$ cat src/rtl/nios_btn_led_pio_pkg.sv
// Shared definitions for the Nios button/LED peripheral: register word addresses
// and edge-capture type encodings.
package nios_btn_led_pio_pkg;

  localparam logic [2:0] ADDR_DATA_IN  = 3'd0;
  localparam logic [2:0] ADDR_IRQ_MASK = 3'd1;
  localparam logic [2:0] ADDR_EDGE_CAP = 3'd2;
  localparam logic [2:0] ADDR_LED_DATA = 3'd3;
  localparam logic [2:0] ADDR_LED_MODE = 3'd4;

  typedef enum logic [1:0] {
    EDGE_RISE = 2'd0,
    EDGE_FALL = 2'd1,
    EDGE_BOTH = 2'd2
  } edge_type_e;

endpackage

$ cat src/rtl/nios_btn_led_pio_btn_debounce.sv
// One button channel: 2-FF synchroniser with optional inversion, stability counter,
// debounced level and a one-cycle pulse on qualifying transitions of that level.
module btn_debounce
  import nios_btn_led_pio_pkg::*;
#(
  parameter int DEBOUNCE_CYC = 120000,
  parameter bit ACTIVE_LOW   = 1'b1,
  parameter int EDGE_TYPE    = 0
) (
  input  logic clk,
  input  logic rst,
  input  logic pin,
  output logic stable,
  output logic edge_pulse
);

  localparam int CW = $clog2(DEBOUNCE_CYC);
  localparam logic [CW-1:0] CNT_LAST = CW'(DEBOUNCE_CYC - 1);

  logic          meta;
  logic          sync;
  logic [CW-1:0] cnt;
  logic          accept;

  assign accept = (sync != stable) && (cnt == CNT_LAST);

  // NOTE: sequential state uses non-blocking assignments so every flop samples
  // pre-edge values, independent of block ordering.
  always_ff @(posedge clk or posedge rst) begin
    if (rst) begin
      meta   <= 1'b0;
      sync   <= 1'b0;
      stable <= 1'b0;
      cnt    <= '0;
    end else begin
      meta <= ACTIVE_LOW ? ~pin : pin;
      sync <= meta;
      if (sync == stable) begin
        cnt <= '0;
      end else if (accept) begin
        stable <= sync;
        cnt    <= '0;
      end else begin
        cnt <= cnt + 1'b1;
      end
    end
  end

  // The pulse coincides with the edge on which stable takes the new value.
  if (EDGE_TYPE == int'(EDGE_RISE)) begin : g_rise
    assign edge_pulse = accept & sync;
  end else if (EDGE_TYPE == int'(EDGE_FALL)) begin : g_fall
    assign edge_pulse = accept & ~sync;
  end else begin : g_both
    assign edge_pulse = accept;
  end

endmodule

$ cat src/rtl/nios_btn_led_pio.sv
// Avalon-MM button/LED peripheral: debounced button inputs with maskable edge IRQ,
// and LEDs with per-bit direct or blink drive.
module nios_btn_led_pio
  import nios_btn_led_pio_pkg::*;
#(
  parameter int N_BTN          = 1,
  parameter int N_LED          = 8,
  parameter int BTN_ACTIVE_LOW = 1,
  parameter int DEBOUNCE_CYC   = 120000,
  parameter int BLINK_HALF_CYC = 3000000,
  parameter int EDGE_TYPE      = 0
) (
  input  logic             CLK12M,
  input  logic             RST_BTN,
  input  logic [2:0]       avs_address,
  input  logic             avs_read,
  input  logic             avs_write,
  input  logic [31:0]      avs_writedata,
  output logic [31:0]      avs_readdata,
  output logic             irq,
  input  logic [N_BTN-1:0] btn_in,
  output logic [N_LED-1:0] led_out
);

  if (N_BTN < 1 || N_BTN > 32) begin : g_bad_n_btn
    $error("N_BTN must be in 1..32");
  end
  if (N_LED < 1 || N_LED > 32) begin : g_bad_n_led
    $error("N_LED must be in 1..32");
  end
  if (DEBOUNCE_CYC < 2) begin : g_bad_debounce
    $error("DEBOUNCE_CYC must be >= 2");
  end
  if (BLINK_HALF_CYC < 2) begin : g_bad_blink
    $error("BLINK_HALF_CYC must be >= 2");
  end

  localparam int PW = $clog2(BLINK_HALF_CYC);
  localparam logic [PW-1:0] PRESC_LAST = PW'(BLINK_HALF_CYC - 1);

  logic [N_BTN-1:0] stable;
  logic [N_BTN-1:0] edge_set;
  logic [N_BTN-1:0] irq_mask;
  logic [N_BTN-1:0] edge_cap;
  logic [N_BTN-1:0] cap_clr;
  logic [N_LED-1:0] led_data;
  logic [N_LED-1:0] led_mode;
  logic [PW-1:0]    presc;
  logic             blink_phase;
  logic [31:0]      rd_value;
  logic             wd_unused;

  assign wd_unused = ^avs_writedata;

  for (genvar i = 0; i < N_BTN; i++) begin : g_btn
    btn_debounce #(
      .DEBOUNCE_CYC (DEBOUNCE_CYC),
      .ACTIVE_LOW   (BTN_ACTIVE_LOW != 0),
      .EDGE_TYPE    (EDGE_TYPE)
    ) u_debounce (
      .clk        (CLK12M),
      .rst        (RST_BTN),
      .pin        (btn_in[i]),
      .stable     (stable[i]),
      .edge_pulse (edge_set[i])
    );
  end

  assign cap_clr = (avs_write && avs_address == ADDR_EDGE_CAP) ?
                   avs_writedata[N_BTN-1:0] : '0;

  // NOTE: rd_value gets a default before the case so no path leaves it unassigned
  // (otherwise a latch is inferred).
  always_comb begin
    rd_value = '0;
    case (avs_address)
      ADDR_DATA_IN:  rd_value[N_BTN-1:0] = stable;
      ADDR_IRQ_MASK: rd_value[N_BTN-1:0] = irq_mask;
      ADDR_EDGE_CAP: rd_value[N_BTN-1:0] = edge_cap;
      ADDR_LED_DATA: rd_value[N_LED-1:0] = led_data;
      ADDR_LED_MODE: rd_value[N_LED-1:0] = led_mode;
      default:       rd_value = '0;
    endcase
  end

  // Register file and bus read; a same-cycle read sees the pre-write contents.
  always_ff @(posedge CLK12M or posedge RST_BTN) begin
    if (RST_BTN) begin
      irq_mask     <= '0;
      edge_cap     <= '0;
      led_data     <= '0;
      led_mode     <= '0;
      avs_readdata <= '0;
    end else begin
      avs_readdata <= avs_read ? rd_value : '0;
      edge_cap     <= (edge_cap & ~cap_clr) | edge_set;
      if (avs_write) begin
        case (avs_address)
          ADDR_IRQ_MASK: irq_mask <= avs_writedata[N_BTN-1:0];
          ADDR_LED_DATA: led_data <= avs_writedata[N_LED-1:0];
          ADDR_LED_MODE: led_mode <= avs_writedata[N_LED-1:0];
          default: ;
        endcase
      end
    end
  end

  // Free-running blink prescaler; LED_MODE writes do not disturb it.
  always_ff @(posedge CLK12M or posedge RST_BTN) begin
    if (RST_BTN) begin
      presc       <= '0;
      blink_phase <= 1'b0;
    end else if (presc == PRESC_LAST) begin
      presc       <= '0;
      blink_phase <= ~blink_phase;
    end else begin
      presc <= presc + 1'b1;
    end
  end

  always_ff @(posedge CLK12M or posedge RST_BTN) begin
    if (RST_BTN) begin
      irq     <= 1'b0;
      led_out <= '0;
    end else begin
      irq     <= |(edge_cap & irq_mask);
      led_out <= (led_data & ~led_mode) | (led_data & led_mode & {N_LED{blink_phase}});
    end
  end

endmodule

$ cat config.mk
export PLATFORM = sky130hd
export DESIGN_NAME = nios_btn_led_pio
export DESIGN_NICKNAME = d
export VERILOG_FILES = /design/src/rtl/nios_btn_led_pio_pkg.sv /design/src/rtl/nios_btn_led_pio_btn_debounce.sv /design/src/rtl/nios_btn_led_pio.sv
export SDC_FILE = /design/constraint.sdc
export NUM_CORES = 1
export LEC_CHECK = 0
export ABC_AREA = 1
export CORE_ASPECT_RATIO = 2
export CORE_UTILIZATION = 46
export DETAILED_ROUTE_END_ITERATION = 8
export PLACE_DENSITY = 0.76
export SETUP_SLACK_MARGIN = 0.1
export SLEW_MARGIN = 5
export SYNTH_ARGS = -nofsm -noshare
export SYNTH_HDL_FRONTEND = slang
export SYNTH_SLANG_ARGS = --single-unit
$ cat constraint.sdc
create_clock -name CLK12M -period 2.38 [get_ports CLK12M]
set_input_delay 0.476 -clock CLK12M [delete_from_list [all_inputs] [get_ports CLK12M]]
set_output_delay 0.476 -clock CLK12M [all_outputs]
set_load 0.01 [all_outputs]
==> flow_metrics.py <==
metrics = {
    "placement": {
        "port_buffers": 32,
        "placed_area_um2": 4310,
        "gp_congestion": 0.895,
        "dp_hpwl_mm": 5.76,
        "place_inst": 597,
    },
    "clocking": {
        "clk_latency_ps": 340,
        "clockBufferDepth": 2,
        "h-tree-depth": 3,
        "cts-root-buf": "clkbuf_16",
        "cts_resized": 0,
        "clk_pin_slew_ps": 60,
        "cts_made_buffers": 9,
        "cts_setup_buffers": 0,
        "cts_tree": "yes",
        "cts_hold_buf": 0,
        "clkSinkCount": 78,
    },
    "final_layout": {
        "layout-drive-gt1-share_pct": 13.2,
        "n_fill_cell": 720,
        "nets": 552,
        "area_growth_pct": 17.1,
        "final_util_pct": 55.7,
        "antennaDiodeCount": 0,
        "stdcell_count": 613,
        "design_area_um2": 4620,
    },
    "die": {
        "core_um2": 8290,
        "fp.dieH_um": 133,
        "die_w_um": 67.5,
        "rows": 47,
        "start_util_pct": 47.6,
        "dieArea_um2": 8980,
        "io-pin-count": 81,
    },
    "power": {
        "peakVddDrop_mv": 0.561,
        "power_w": 0.00319,
        "leakagePower_nw": 2.21,
        "powerDensity_nw_per_um2": 690,
    },
    "global_routing": {
        "grt_pass1_vias": 2931,
        "antenna_found_initial": 0,
        "grt_usage_pct": 19.5,
        "grt_max_degree": 42,
        "grt-ovfl-total": 0,
        "grt_pass1_wl_mm": 13.0,
    },
    "timing": {
        "fmax_ghz": 0.583,
        "fin_crit_ps": 1710,
        "finalMaxSlewViolations": 0,
        "period_share_pct": 72.0,
        "setup_violations": 0,
        "fin_setup_tns_ps": 0,
        "skew_ps": 7.04,
        "finalHoldViolations": 0,
        "grt_setup_unrepaired": "false",
    },
    "worst_hold_path": {
        "min_path_type": "register to register",
        "min_from": "g_btn[0].u_debounce.meta$_DFF_PP0_",
    },
    "setup_path": {
        "path_buf_inv": 1,
        "worstSetupPathType": "register to output pin",
        "startpoint": "avs_readdata[1]$_DFF_PP0_",
        "cp-start-kind": "register",
        "cp_slowest_cell": "clkdlybuf4s50_1",
        "crit_fanout": 1,
        "end_kind": "output pin",
        "cpLargestDelayFamily": "buffers and inverters",
        "slowest_delay_ps": 540,
        "cp_cell_sequence": "clkdlybuf4s50_1",
        "critPathRequiredTime_ps": 1900,
        "critical_path_arrival_ps": 1240,
        "reg2reg_from": "presc[0]$_DFF_PP0_",
    },
    "synth": {
        "ys_seq_area_share_pct": 49.5,
        "yosysMostFrequentCell": "nand2_1",
        "syn_avg_cell_area_um2": 8.45,
        "syn_inst": 467,
        "synth_area_leaders": "dfrtp_1 (49%), nand2_1 (9.4%), nor2_1 (7.1%)",
        "synth_top_area_cell": "dfrtp_1",
        "synth_top_area_share_pct": 49.5,
        "yosys_register_bits": 78,
        "yosys-top-cells-count": "nand2_1 (99), dfrtp_1 (78), nor2_1 (75)",
        "ys_warn_count": 0,
        "ys_async_sr_fraction_pct": 100,
        "synth_area_um2": 3950,
        "synth_edf_count": 0,
        "synth_cell_type_count": 32,
        "synth-main-ff-cell": "dfrtp_1",
    },
    "routing": {
        "wl_per_cell_um": 12.8,
        "drc": 0,
        "wl_mm": 7.83,
        "vias_per_cell": 4.91,
        "ant_nets": 0,
        "firstDrtPassIters": 4,
        "via_count": 3008,
        "drt_iter0_drc": 124,
    },
    "flow_run": {
        "cap_violations": 0,
    },
    "status": {
        "status": "completed",
    },
}
-- worst paths after layout --
| check | slack, ps | depth (start not counted) | to |
|---|---|---|---|
| max reg2reg | 810 | 6 | presc[10]$_DFF_PP0_ |
| max in group asynchronous | 1320 | 3 | led_out[6]$_DFF_PP0_ |
| min in group asynchronous | 520 | 2 | irq$_DFF_PP0_ |
| max | 670 | 1 | avs_readdata[1] |
| min | 360 | 0 | g_btn[0].u_debounce.sync$_DFF_PP0_ |
| min reg2reg | 360 | 0 | g_btn[0].u_debounce.sync$_DFF_PP0_ |
-- metrics by stage --
| stage | setup slack (ps) | hold slack [ps] |
|---|---|---|
| 6_report | 666 | 365 |
| 5_1_grt | 631 | 380 |
| 4_1_cts | 664 | 363 |
| 3_5_place_dp | 440 | 345 |
| 3_3_place_gp | 488 | 338 |
| 2_1_floorplan | 1020 | 331 |
-- state kept, by name, summed over array words and instances, names as in the netlist --
signal	count
presc	22
g_btn.u_debounce.cnt	17
avs_readdata	8
led_data	8
led_mode	8
led_out	8
blink_phase	1
edge_cap	1
g_btn.u_debounce.meta	1
g_btn.u_debounce.stable	1
g_btn.u_debounce.sync	1
irq	1
irq_mask	1
-- routing by layer --
layer  GRT usage, %  wire length, µm
met1           21.2             2990
met2           33.3             4380
met3           3.36              177
met4           12.2              279
met5              0                0
-- placed cells by master, fill, tap and decap left out, types with 6 or more instances in the layout --
cell / Yosys / routed
a21boi_0: 7 / 7
a21oi_1: 9 / 9
clkbuf_16: 0 / 9
clkdlybuf4s50_1: 0 / 32
conb_1: 1 / 24
dfrtp_1: 78 / 78
inv_1: 50 / 49
inv_2: 6 / 6
nand2_1: 99 / 99
nand2_2: 8 / 8
nand3_1: 24 / 24
nand4_1: 9 / 9
nor2_1: 75 / 75
nor2_2: 8 / 8
o21ai_0: 10 / 10
o21ai_2: 16 / 16
xor2_1: 15 / 15
-- where the power goes --
group / internal, W / leakage, nW / switching (W)
clock network: 0.000868 / 0.155 / 0.000527
registers: 0.00142 / 1.03 / 0.0000579
logic: 0.000147 / 1.02 / 0.000167
total: 0.00244 / 2.21 / 0.000751
-- logic make-up after synthesis --
logic type      after synthesis  synth area share [%]
xor+xnor                     19                  4.22
fa+ha+maj                     2                 0.634
buf+inv                      84                  10.7
flops                        78                  49.5
compound gates               48                  8.24
other cells                   1                0.0950
simple gates                235                  26.6
-- area by class of cell --
class,instances,area [µm²],share of cell area (%)
Multi-Input combinational cell,328,1660,35.8
Timing Repair Buffer,36,363,7.85
Tap cell,98,123,2.65
Sequential cell,78,1950,42.2
Inverter,57,218,4.71
Clock inverter,5,57.6,1.25
Clock buffer,11,253,5.47
Power figures use the tool's default switching activity.
